--- src/rtl/gate_seq_pkg.sv ---
// Shared encodings and constants for the gate test sequencer.
package gate_seq_pkg;

  localparam int unsigned OP_W     = 3;
  localparam int unsigned VEC_W    = 2;
  localparam int unsigned ERR_W    = 3;
  localparam int unsigned SETTLE_W = 4;
  localparam int unsigned NUM_VECS = 4;

  localparam logic [VEC_W-1:0] LAST_VEC = VEC_W'(NUM_VECS - 1);
  localparam logic [ERR_W-1:0] ERR_MAX  = ERR_W'(NUM_VECS);

  typedef enum logic [OP_W-1:0] {
    OP_AND  = 3'd0,
    OP_OR   = 3'd1,
    OP_NAND = 3'd2,
    OP_NOR  = 3'd3,
    OP_XOR  = 3'd4,
    OP_XNOR = 3'd5,
    OP_RSV6 = 3'd6,
    OP_RSV7 = 3'd7
  } op_e;

  typedef enum logic [2:0] {
    ST_IDLE   = 3'd0,
    ST_DRIVE  = 3'd1,
    ST_SETTLE = 3'd2,
    ST_CHECK  = 3'd3,
    ST_DONE   = 3'd4
  } state_e;

  function automatic logic op_is_legal(input op_e op);
    return (op <= OP_XNOR);
  endfunction

endpackage

--- src/rtl/gate_ref_model.sv ---
// Combinational golden model: expected gate output for a given op and inputs.
module gate_ref_model
  import gate_seq_pkg::*;
(
  input  op_e  op_i,
  input  logic a_i,
  input  logic b_i,
  output logic exp_c
);

  always_comb begin
    exp_c = 1'b0;
    case (op_i)
      OP_AND:  exp_c = a_i & b_i;
      OP_OR:   exp_c = a_i | b_i;
      OP_NAND: exp_c = ~(a_i & b_i);
      OP_NOR:  exp_c = ~(a_i | b_i);
      OP_XOR:  exp_c = a_i ^ b_i;
      OP_XNOR: exp_c = ~(a_i ^ b_i);
      default: exp_c = 1'b0;
    endcase
  end

endmodule

--- src/rtl/gate_test_sequencer.sv ---
// Exhaustive 2-input gate tester: steps {a,b} through 00..11, checks c after settling.
// Optional first-failure log enabled by defining GATE_SEQ_ERRLOG_EN.
module gate_test_sequencer
  import gate_seq_pkg::*;
#(
  parameter int unsigned SETTLE_CYCLES = 2
) (
  input  logic             clk,
  input  logic             rst_n,
  input  logic             start,
  input  logic [OP_W-1:0]  op,
  output logic             a,
  output logic             b,
  input  logic             c,
  output logic             busy,
  output logic             done,
  output logic             pass,
  output logic [ERR_W-1:0] err_count,
  output logic             bad_op
`ifdef GATE_SEQ_ERRLOG_EN
  ,
  output logic             first_fail_valid,
  output logic [VEC_W-1:0] first_fail_vec
`endif
);

  state_e              state_q, state_d;
  op_e                 op_q, op_d;
  logic [VEC_W-1:0]    vec_q, vec_d;
  logic [SETTLE_W-1:0] cnt_q, cnt_d;
  logic                a_q, a_d, b_q, b_d;
  logic                busy_q, busy_d, done_q, done_d, pass_q, pass_d;
  logic [ERR_W-1:0]    err_q, err_d;
  logic                bad_q, bad_d;
  logic                exp_c;
  logic                mismatch_c;
`ifdef GATE_SEQ_ERRLOG_EN
  logic                ffv_q, ffv_d;
  logic [VEC_W-1:0]    ffvec_q, ffvec_d;
`endif

  gate_ref_model u_ref (
    .op_i  (op_q),
    .a_i   (vec_q[1]),
    .b_i   (vec_q[0]),
    .exp_c (exp_c)
  );

  assign mismatch_c = (c != exp_c);

  // Next-state and next-output logic; outputs are derived from the next state.
  always_comb begin
    state_d = state_q;
    op_d    = op_q;
    vec_d   = vec_q;
    cnt_d   = cnt_q;
    a_d     = a_q;
    b_d     = b_q;
    err_d   = err_q;
    bad_d   = bad_q;
`ifdef GATE_SEQ_ERRLOG_EN
    ffv_d   = ffv_q;
    ffvec_d = ffvec_q;
`endif

    case (state_q)
      ST_IDLE, ST_DONE: begin
        if (start) begin
          op_d  = op_e'(op);
          err_d = '0;
`ifdef GATE_SEQ_ERRLOG_EN
          ffv_d   = 1'b0;
          ffvec_d = '0;
`endif
          if (op_is_legal(op_e'(op))) begin
            bad_d   = 1'b0;
            vec_d   = '0;
            state_d = ST_DRIVE;
          end else begin
            bad_d   = 1'b1;
            state_d = ST_DONE;
          end
        end
      end
      ST_DRIVE: begin
        cnt_d   = '0;
        state_d = (SETTLE_CYCLES == 0) ? ST_CHECK : ST_SETTLE;
      end
      ST_SETTLE: begin
        if (cnt_q == SETTLE_W'(SETTLE_CYCLES - 1)) begin
          state_d = ST_CHECK;
        end else begin
          cnt_d = cnt_q + SETTLE_W'(1);
        end
      end
      ST_CHECK: begin
        if (mismatch_c) begin
          if (err_q < ERR_MAX) begin
            err_d = err_q + ERR_W'(1);
          end
`ifdef GATE_SEQ_ERRLOG_EN
          if (!ffv_q) begin
            ffv_d   = 1'b1;
            ffvec_d = vec_q;
          end
`endif
        end
        if (vec_q == LAST_VEC) begin
          state_d = ST_DONE;
        end else begin
          vec_d   = vec_q + VEC_W'(1);
          state_d = ST_DRIVE;
        end
      end
      default: state_d = ST_IDLE;
    endcase

    busy_d = (state_d == ST_DRIVE) || (state_d == ST_SETTLE) || (state_d == ST_CHECK);
    done_d = (state_d == ST_DONE);
    pass_d = done_d && (err_d == '0) && !bad_d;
    if (state_d == ST_DRIVE) begin
      a_d = vec_d[1];
      b_d = vec_d[0];
    end
  end

  always_ff @(posedge clk or negedge rst_n) begin
    if (!rst_n) begin
      state_q <= ST_IDLE;
      op_q    <= OP_AND;
      vec_q   <= '0;
      cnt_q   <= '0;
      a_q     <= 1'b0;
      b_q     <= 1'b0;
      busy_q  <= 1'b0;
      done_q  <= 1'b0;
      pass_q  <= 1'b0;
      err_q   <= '0;
      bad_q   <= 1'b0;
`ifdef GATE_SEQ_ERRLOG_EN
      ffv_q   <= 1'b0;
      ffvec_q <= '0;
`endif
    end else begin
      state_q <= state_d;
      op_q    <= op_d;
      vec_q   <= vec_d;
      cnt_q   <= cnt_d;
      a_q     <= a_d;
      b_q     <= b_d;
      busy_q  <= busy_d;
      done_q  <= done_d;
      pass_q  <= pass_d;
      err_q   <= err_d;
      bad_q   <= bad_d;
`ifdef GATE_SEQ_ERRLOG_EN
      ffv_q   <= ffv_d;
      ffvec_q <= ffvec_d;
`endif
    end
  end

  assign a         = a_q;
  assign b         = b_q;
  assign busy      = busy_q;
  assign done      = done_q;
  assign pass      = pass_q;
  assign err_count = err_q;
  assign bad_op    = bad_q;
`ifdef GATE_SEQ_ERRLOG_EN
  assign first_fail_valid = ffv_q;
  assign first_fail_vec   = ffvec_q;
`endif

endmodule

--- config.mk ---
export PLATFORM = sky130hd
export DESIGN_NAME = gate_test_sequencer
export DESIGN_NICKNAME = d
export VERILOG_FILES = /design/src/rtl/gate_seq_pkg.sv /design/src/rtl/gate_ref_model.sv /design/src/rtl/gate_test_sequencer.sv
export SDC_FILE = /design/constraint.sdc
export NUM_CORES = 1
export LEC_CHECK = 0
export ABC_AREA = 1
export CORE_MARGIN = 8
export CORE_UTILIZATION = 30
export CTS_CLUSTER_DIAMETER = 50
export DETAILED_ROUTE_END_ITERATION = 8
export SLEW_MARGIN = 10
export SYNTH_ARGS = -nofsm -noshare
export SYNTH_HDL_FRONTEND = slang
export SYNTH_SLANG_ARGS = --single-unit
export TNS_END_PERCENT = 10
--- constraint.sdc ---
create_clock -name clk -period 2 [get_ports clk]
set_input_delay 0.4 -clock clk [delete_from_list [all_inputs] [get_ports clk]]
set_output_delay 0.4 -clock clk [all_outputs]
set_load 0.01 [all_outputs]
### After elaboration in Yosys (flattened, before gate mapping)

Cells that the tools add are included.

| operators by class | value |
|---|---|
| multiplexer cells | 19 |
| add/subtract/negate cells | 3 |
| reductions and logical operators | 12 |
| magnitude comparators | 2 |
| bitwise logic cells | 6 |
| equal/unequal tests | 17 |

Operators with widths:

| operator | count |
|---|---|
| two-way mux 3 bit | 7 |
| == test 3 x 2 -> 1 bit, second input constant | 6 |
| == test 3 bit, second input constant | 4 |
| case mux 3 bit (4 select lines) | 1 |
| == test 3 x 1 -> 1 bit, second input constant | 3 |
| logical NOT 3 bit | 3 |
| case mux 4 bit (2 select lines) | 1 |
| two-way mux 2 bit | 3 |
| case mux 1 bit (6 select lines) | 1 |
| case mux 3 bit (2 select lines) | 1 |
| adder 4 x 1 -> 4 bit, second input constant | 1 |
| == test 4 x 1 -> 1 bit, second input constant | 1 |
| two-way mux 4 bit | 1 |
| case mux 2 bit (2 select lines) | 1 |
| AND reduction 2 bit | 2 |
| adder 3 x 1 -> 3 bit, second input constant | 1 |
| <= comparator 3 bit, second input constant | 1 |
| < comparator 3 bit, second input constant | 1 |
| two-way mux 1 bit | 3 |
| inverter 1 bit | 3 |
| adder 2 x 1 -> 2 bit, second input constant | 1 |
| == test 2 bit, second input constant | 1 |
| logical AND 1 bit | 2 |
| logical OR 1 bit | 2 |
| 8 further kinds | 8 |

| word-level totals | value |
|---|---|
| logic and storage cells | 70 |
| input bits | 7 |
| flip-flop bits (word level) | 21 |

### Depth between registers and ports, before layout

Gate-level depths: netlist (run 1).

| logic depth | value |
|---|---|
| depth after elaboration | 9 |
| gate-level depth with buffers | 14 |

### Cells and area by module

From an unflattened synthesis (run 1), not the netlist that was laid out.

| unflattened totals | value |
|---|---|
| cells, all modules | 132 |
| area total of the unflattened synthesis | 1,097.3 um2 |

Modules (own cells, without submodules):

| module | cells an instance | sequential area each (um2) | instances | area each (um2) |
|---|---|---|---|---|
| gate_test_sequencer | 114 | 525.5 | 1 | 1,006.0 |
| gate_ref_model | 18 | 0.0 | 1 | 91.3 |

### Worst setup path before layout (run 1)

OpenSTA, ideal clock, no wires.

| timing path | value |
|---|---|
| path type | register -> register |
| start | reg vec_q[0] |
| end | reg pass_q (netlist: pass) |
| library setup time | 114 ps |
| slack | 471 ps |
| required time | 1,886 ps |
| cell stages (with the launch flop) | 15 |
| arrival time | 1,415 ps |
| path buffers | 0 |
| path through | dfrtp_1 inv_1 ha_1 inv_1 nand2_1 nand3_2 nand2_1 nand2_1 nand3_2 nand2_2 nand3_1 nand2_1 nand2_1 nand2_1 nor2_2 |

| between the ends | value |
|---|---|
| cells in the longest elaborated chain, start to end | 9 |
| elaborated cells on any way between the ends | 17 |
| classes of those cells | eq/ne: 3; mux: 5; bitwise: 6; reduce/logical: 3 |

Ends and longest elaborated chain:

| what | line | source |
|---|---|---|
| start: declaration | gate_test_sequencer.sv:29 | `logic [VEC_W-1:0] vec_q, vec_d;` |
| start signal: assignment | gate_test_sequencer.sv:147 | `vec_q <= vec_d;` |
| XOR 1 bit, or another cell as far along | gate_ref_model.sv:18, gate_ref_model.sv:19 |  |
| inverter 1 bit, on equally long branches | gate_ref_model.sv:19, gate_ref_model.sv:16, gate_ref_model.sv:17 |  |
| case mux 1 bit (6 select lines) | gate_ref_model.sv:13 | `case (op_i)` |
| inequality test 1 bit | gate_test_sequencer.sv:49 | `assign mismatch_c = (c != exp_c);` |
| two-way mux 3 bit | gate_test_sequencer.sv:97 | `if (mismatch_c) begin` |
| case mux 3 bit (2 select lines) | gate_test_sequencer.sv:66 | `case (state_q)` |
| logical NOT 3 bit | gate_test_sequencer.sv:120 | `pass_d = done_d && (err_d == '0) && !bad_d;` |
| logical AND 1 bit * (2 in a row) | gate_test_sequencer.sv:120 |  |
| named net pass_d | gate_test_sequencer.sv:32 | `logic busy_q, busy_d, done_q, done_d, pass_q, pass_d;` |
| end signal: assignment | gate_test_sequencer.sv:153 | `pass_q <= pass_d;` |
| end: declaration | gate_test_sequencer.sv:32 |  |

The timed path passes the listed nets; every way through them passes the cells marked *.
A chain may end at the register's enable or synchronous reset.

### Final worst setup path (run 1)

Ends and elaborated chain as after synthesis.

==> results of run 1 <==
==> critical path, delay by kind of cell (launching register included) <==
family	cells	cell delay [ns]
and+or+nand+nor	11	0.72
DFF	1	0.38
adders and majority gates	1	0.33
buffers and inverters	2	0.14
==> metal layers <==
layer  wire [µm]  GRT usage
met1         972    0.09277
met2        1015     0.1337
met3         138    0.02535
met4          14    0.01667
met5           0          0
==> worst min path at each step <==
stage / end / slack, ns
after floorplan: a$_DFFE_PN0P_ / 0.10
after global placement: a$_DFFE_PN0P_ / 0.47
after detailed placement: b$_DFFE_PN0P_ / 0.47
after CTS: b$_DFFE_PN0P_ / 0.49
after global routing: op_q[0]$_DFFE_PN0P_ / 0.51
final: vec_q[1]$_DFF_PN0_ / 0.48
==> state kept, by name (all words and copies together), names as in the netlist <==
signal	count
pass	1
b	1
bad_op	1
cnt_q	4
op_q	3
state_q	3
done	1
a	1
vec_q	2
err_count	3
busy	1
==> cell usage in the layout (no fill, tap or decap) <==
| cell type | n |
|---|---|
| buf_4 | 1 |
| o21ai_0 | 4 |
| a21oi_1 | 1 |
| nor2_1 | 5 |
| ha_1 | 7 |
| o21ai_1 | 1 |
| clkdlybuf4s50_1 | 15 |
| inv_1 | 21 |
| xor2_1 | 2 |
| nand3_2 | 6 |
| nand2_2 | 8 |
| clkbuf_8 | 3 |
| o22ai_2 | 1 |
| nor3_1 | 1 |
| nand2_1 | 30 |
| inv_2 | 4 |
| dfrtp_1 | 21 |
| nand4_1 | 4 |
| nor2_2 | 3 |
| inv_4 | 1 |
| clkbuf_1 | 1 |
| nand3_1 | 7 |
| o22ai_1 | 5 |
| nand2_4 | 2 |
==> logic make-up (layout without fill, tap and decap cells) <==
logic type,after synthesis,count (layout)
compound gates,12,12
fa+ha+maj,7,7
xor+xnor,2,2
buf+inv,26,46
flops,21,21
simple gates,66,66
==> power groups by stage <==
stage          Sequential (W)  Combinational (W)  Clock [W]
2_1_floorplan        0.000725           0.000623          0
3_3_place_gp         0.000710           0.000911          0
3_5_place_dp         0.000713           0.000932          0
4_1_cts              0.000706           0.000937   0.000277
5_1_grt              0.000732            0.00107   0.000288
6_report             0.000703           0.000917   0.000271
==> Yosys cell counts, types with 3 or more instances <==
| cell | instances | area (µm²) |
|---|---|---|
| nand2_1 | 30 | 112.6 |
| dfrtp_1 | 21 | 525.5 |
| inv_1 | 21 | 78.83 |
| nand2_2 | 8 | 50.05 |
| ha_1 | 7 | 87.58 |
| nand3_1 | 7 | 35.03 |
| nand3_2 | 6 | 60.06 |
| nor2_1 | 5 | 18.77 |
| o22ai_1 | 5 | 31.28 |
| inv_2 | 4 | 15.01 |
| nand4_1 | 4 | 25.02 |
| o21ai_0 | 4 | 20.02 |
| nor2_2 | 3 | 18.77 |
==> cell type report <==
class	instances	area share
Tap cell	48	0.04244
Inverter	26	0.07073
Multi-Input combinational cell	87	0.3722
Clock buffer	4	0.03183
Sequential cell	21	0.3714
Timing Repair Buffer	16	0.1114
==> through the flow <==
stage | total power (W) | utilization | worst slack, ns | cell area [µm²]
floorplan | 0.001348 | - | 0.4715 | 1152
global placement | 0.001621 | 0.3714 | 0.3250 | 1370
detailed placement | 0.001645 | 0.3714 | 0.3060 | 1370
CTS | 0.001920 | 0.3837 | 0.3309 | 1415
global route | 0.002086 | 0.3837 | 0.1430 | 1415
finish | 0.001890 | 0.3837 | 0.3373 | 1415
==> metrics.cfg, run 1 <==
[sta]
rsz0062_at_grt=false
fin_crit_sh=0.8314
period_needed_ns=1.663
worst_pin_slew_ns=0.2678
relSlewSlack=0.8215
maxSlewViolCount=0
finalSetupTns_ns=0
whs_ns=0.4814
fin_skew_ns=0.002830
setup-violations-final=0
finalHoldViolCount=0
max_clock_freq_ghz=0.6014

[global_routing]
grt_pass1_wl_um=4015
grt_pass1_vias=935
grt_util_all_layers=0.07802
grt_max_degree=22
grt_overflow=0
antenna_found_initial=0

[clock_tree]
cts.htree.levels=1
insertion_delay_ns=0.25
cts_buffer_depth=2
cts_tree=done
cts_resized=0
cts_buffers=3
post_cts_buffers=0
cts.clk_slew.worst_paths_ns=0.07
clock_sinks=21
hold_buffers=0
ctsRootBufferMaster=clkbuf_8

[setup_path]
reg2reg_from=vec_q[0]$_DFF_PN0_
critical_path.cell_chain=inv_1 -> ha_1 -> inv_1 -> nand2_1 -> nand3_2 -> nand2_1 -> nand2_1 -> nand3_2 -> nand2_2 -> nand3_1 -> nand2_1 -> nand2_1 -> nand2_1 -> nor2_2
path_common_cell=nand2_1
critPathArrivalTime_ns=1.81
worst_ep_required_time_ns=2.15
rr_endpoint=pass$_DFF_PN0_
start_kind=flop
critPathMaxFanout=4
criticalPathCategory=reg -> reg
r2r_setup_slack_ns=0.34
startpoint=vec_q[0]$_DFF_PN0_
slowest_stage=dfrtp_1
cpPeakStageDelay_ns=0.38
worst_setup_path_end_kind=flop
endpoint=pass$_DFF_PN0_
r2r_cells=14

[detailed_routing]
dr.pass1.iters=4
drc=0
drt-initial-drc-count=51
finalWirelength_um=2140
wire_per_inst_um=10.59
viasPerCell=4.351
vias=879
ant_nets=0

[power_and_ir_drop]
peakVddDrop_mv=0.6477
p_sw_w=0.0007801
p_seq_frac=0.372
swShare=0.4128
power_density_nw_per_um2=1336
p_int_w=0.001110
clock_power_share=0.143
cellLeakagePower_nw=0.7090
p_comb_frac=0.485

[floorplan]
io_pins=16
die_area_um2=6080
chipWidth_um=77.98
core-area_um2=3689
row_count=22
start_util=0.3124
die_y_um=77.98

[placement]
place_congestion=0.7876
io_buffers=15
hpwl_um=1765
dp_cells=198

[finish]
drive_above_1_share=0.1883
fillCellCount=394
fin_cells=202
syn2layout_area_growth_pct=22.80
multi_input_area_um2=526.8
regArea_um2=525.5
fin_nets=169
antenna_cells=0

[synthesis]
synth_edf_count=0
synthArstFlopShare=1.000
synthDistinctLibCells=20
muxShareOfSynthArea=0
syn_nets=148
synth_seq_cells=21
synthFlopType=dfrtp_1
yosysSeqAreaShare=0.4560
synth_compound_area_frac=0.06406
synth_xor_area_frac=0.01520
synth-simple-area-share=0.3018
synth_cells=134
synthAdderAreaFrac=0.07600
synth_top_family_by_area=simple AND/OR/NAND/NOR gates
syn-cell-area_um2=1152
yosysWarnings=0
postSynthAreaPerCell_um2=8.600

[min_path]
hp-class=in -> async

[run]
cap_violations=0

[status]
outcome=finished clean

Note: power is estimated with default switching activity, not from simulation.
==> run 2, diff against run 1 <==
Clock period 2 ns to 1.4 ns, I/O delays scaled along.
==> metrics.cfg, run 2 (synthesis results as in run 1) <==
[placement]
placed_area_um2=1463  ; +6.8%
place_congestion=0.7690  ; -2.4%
io_buffers=15  ; unchanged
hpwl_um=1849  ; +4.8%
dp_cells=208  ; +5.1%

[setup_path]
worst_ep_required_time_ns=1.60  ; -0.55 ns
slowest_stage=dfrtp_1
worst_setup_path_end_kind=flop
endpoint=pass$_DFF_PN0_
critPathArrivalTime_ns=1.73  ; -0.08 ns
startpoint=vec_q[0]$_DFF_PN0_
start_kind=flop
rr_endpoint=pass$_DFF_PN0_
cp_num_buf_inv=2  ; unchanged
critical_path.cell_chain=inv_2 -> ha_4 -> inv_2 -> nand2_2 -> nand3_2 -> nand2_1 -> nand2_1 -> nand3_2 -> nand2_4 -> nand2_2 -> nand2_2 -> nor2_1 -> nand2_1 -> nor2_2
r2r_setup_slack_ns=-0.13  ; -0.47 ns
critPathTopFamily=simple AND/OR/NAND/NOR gates
critPathMaxFanout=4  ; unchanged
r2r_cells=14  ; unchanged
reg2reg_from=vec_q[0]$_DFF_PN0_
criticalPathCategory=reg -> reg
cp.depth=14  ; unchanged
cpPeakStageDelay_ns=0.39  ; about the same

[global_routing]
antenna_found_initial=0  ; unchanged
grtUsageMet1=0.08856  ; -0.004214
gr-max-usage-layer=met2
grt_pass1_vias=941  ; +0.64%
grt_overflow=0  ; unchanged
grt_pass1_wl_um=3981  ; -0.85%
grtUsageMet2=0.1345  ; +0.0008354
grt_max_degree=22  ; unchanged
grt_util_all_layers=0.07942  ; +0.001394
met3_usage=0.02765  ; +0.002304

[detailed_routing]
wire_per_inst_um=10.75  ; +1.5%
viasPerCell=4.434  ; +1.9%
drt-initial-drc-count=36  ; -29%
drc=0  ; unchanged
ant_nets=0  ; unchanged
finalWirelength_um=2279  ; +6.5%
vias=940  ; +6.9%
dr.pass1.iters=4  ; unchanged

[floorplan]
row_count=22  ; unchanged
die_area_um2=6080  ; unchanged
chipWidth_um=77.98  ; unchanged
die_y_um=77.98  ; unchanged
start_util=0.3124  ; unchanged
core-area_um2=3689  ; unchanged
io_pins=16  ; unchanged

[clock_tree]
clock_sinks=21  ; unchanged
insertion_delay_ns=0.26  ; about the same
cts.htree.levels=1  ; unchanged
cts_buffer_depth=2  ; unchanged
cts.clk_slew.worst_paths_ns=0.07  ; about the same
cts_tree=done
cts_buffers=3  ; unchanged
ctsRootBufferMaster=clkbuf_8

[power_and_ir_drop]
peakVddDrop_mv=1.056  ; +63%
clock_power_share=0.131  ; -0.012
p_int_w=0.001711  ; +54%
power_density_nw_per_um2=1931  ; +45%
p_comb_frac=0.528  ; +0.043
cellLeakagePower_nw=0.7926  ; +12%
p_sw_w=0.001235  ; +58%
p_seq_frac=0.340  ; -0.032
power_w=0.002946  ; +56%
swShare=0.4192  ; +0.006417

[finish]
fin_cells=212  ; +5.0%
final_cell_area_um2=1525  ; +7.8%
final_cell_mix=nand2_1, dfrtp_1, inv_1
regArea_um2=525.5  ; unchanged
drive_above_1_share=0.3049  ; +0.1166
fillCellCount=390  ; -1.0%
top_register=cnt_q
layout_commonest_cell=nand2_1
largest_register_ffs=4  ; unchanged
fin_nets=179  ; +5.9%
multi_input_area_um2=573.1  ; +8.8%
antenna_cells=0  ; unchanged
syn2layout_area_growth_pct=32.36

[sta]
finalSetupTns_ns=-0.2541  ; -0.2541 ns
rsz0062_at_grt=true
setup-violations-final=3  ; +3
max_clock_freq_ghz=0.6525  ; +8.5%
whs_ns=0.3594  ; -0.1220 ns
period_needed_ns=1.533  ; -0.1301 ns
finalHoldViolCount=0  ; unchanged
setup_ws_ns=-0.1326  ; -0.4699 ns
relSlewSlack=0.8172  ; -0.004261
fin_skew_ns=0.001934  ; -0.0008960 ns
maxSlewViolCount=0  ; unchanged
fin_crit_sh=1.095  ; +0.2634
worst_pin_slew_ns=0.2742  ; +0.006391 ns

[run]
cap_violations=0  ; unchanged

[status]
violations=setup timing
outcome=finished, violations left

[min_path]
hp-class=in -> async

-- run 2: cell types whose count changed in the layout (fill, tap and decap cells not counted), moves of 2 or more --
cell | before | now
buf_4 | 1 | 11
clkdlybuf4s50_1 | 15 | 6
dlygate4sd2_1 | 0 | 9
inv_1 | 21 | 17
inv_2 | 4 | 8
nand3_1 | 7 | 4
nand3_2 | 6 | 9
nand2_1 | 30 | 28
-- run 2: layout make-up --
| cell class | instances | area share |
|---|---|---|
| inverters | 26 | 0.06563 |
| flip-flops and latches | 21 | 0.3445 |
| repair buffers | 26 | 0.1452 |
| clock buffers | 4 | 0.02953 |
| multi-input cells | 87 | 0.3757 |
| well taps | 48 | 0.03938 |
-- run 2: power groups by stage --
stage | clock network, W | logic [W] | registers (W)
after floorplan | 0 | 0.000921 | 0.00104
after global placement | 0 | 0.00149 | 0.00101
after detailed placement | 0 | 0.00153 | 0.00102
after CTS | 0.000411 | 0.00148 | 0.00100
after global routing | 0.000436 | 0.00177 | 0.00103
final | 0.000387 | 0.00156 | 0.00100
-- run 2: per-stage QoR --
| stage | util | setup slack [ns] |
|---|---|---|
| floorplan | - | -0.05172 |
| detailed placement | 0.3965 | -0.1475 |
| CTS | 0.4057 | -0.1630 |
| finish | 0.4135 | -0.1326 |
| global route | 0.4135 | -0.2988 |
| global placement | 0.3965 | -0.1497 |
-- run 2: metal layers --
metal	wire length (µm)	share of wire
met1	1042	0.46
met5	0	0
met3	134	0.059
met2	1070	0.47
met4	31	0.014
-- run 2: timing repair --
item                       CTS  global route
setup endpoints to repair   14            10
gates resized for setup      9             9
pin swaps                    1             2
setup buffers                0             0
hold buffers                 0             0
hold endpoints to repair     0             0
-- run 2: worst min-delay path by stage --
stage | startpoint | to | slack, ns
after global placement | b$_DFFE_PN0P_ | b$_DFFE_PN0P_ | 0.47
final | rst_n | vec_q[0]$_DFF_PN0_ | 0.36
after detailed placement | a$_DFFE_PN0P_ | a$_DFFE_PN0P_ | 0.48
after floorplan | rst_n | a$_DFFE_PN0P_ | -0.02
after CTS | rst_n | state_q[0]$_DFF_PN0_ | 0.36
after global routing | rst_n | state_q[0]$_DFF_PN0_ | 0.38
-- run 2: worst reg2reg max path, delay by kind of cell (launching register included) --
kind                     cells  cell delay, ns
buffers and inverters        2            0.10
AND/OR/NAND/NOR             11            0.71
adder cells (fa/ha/maj)      1            0.27
flip-flops                   1            0.39
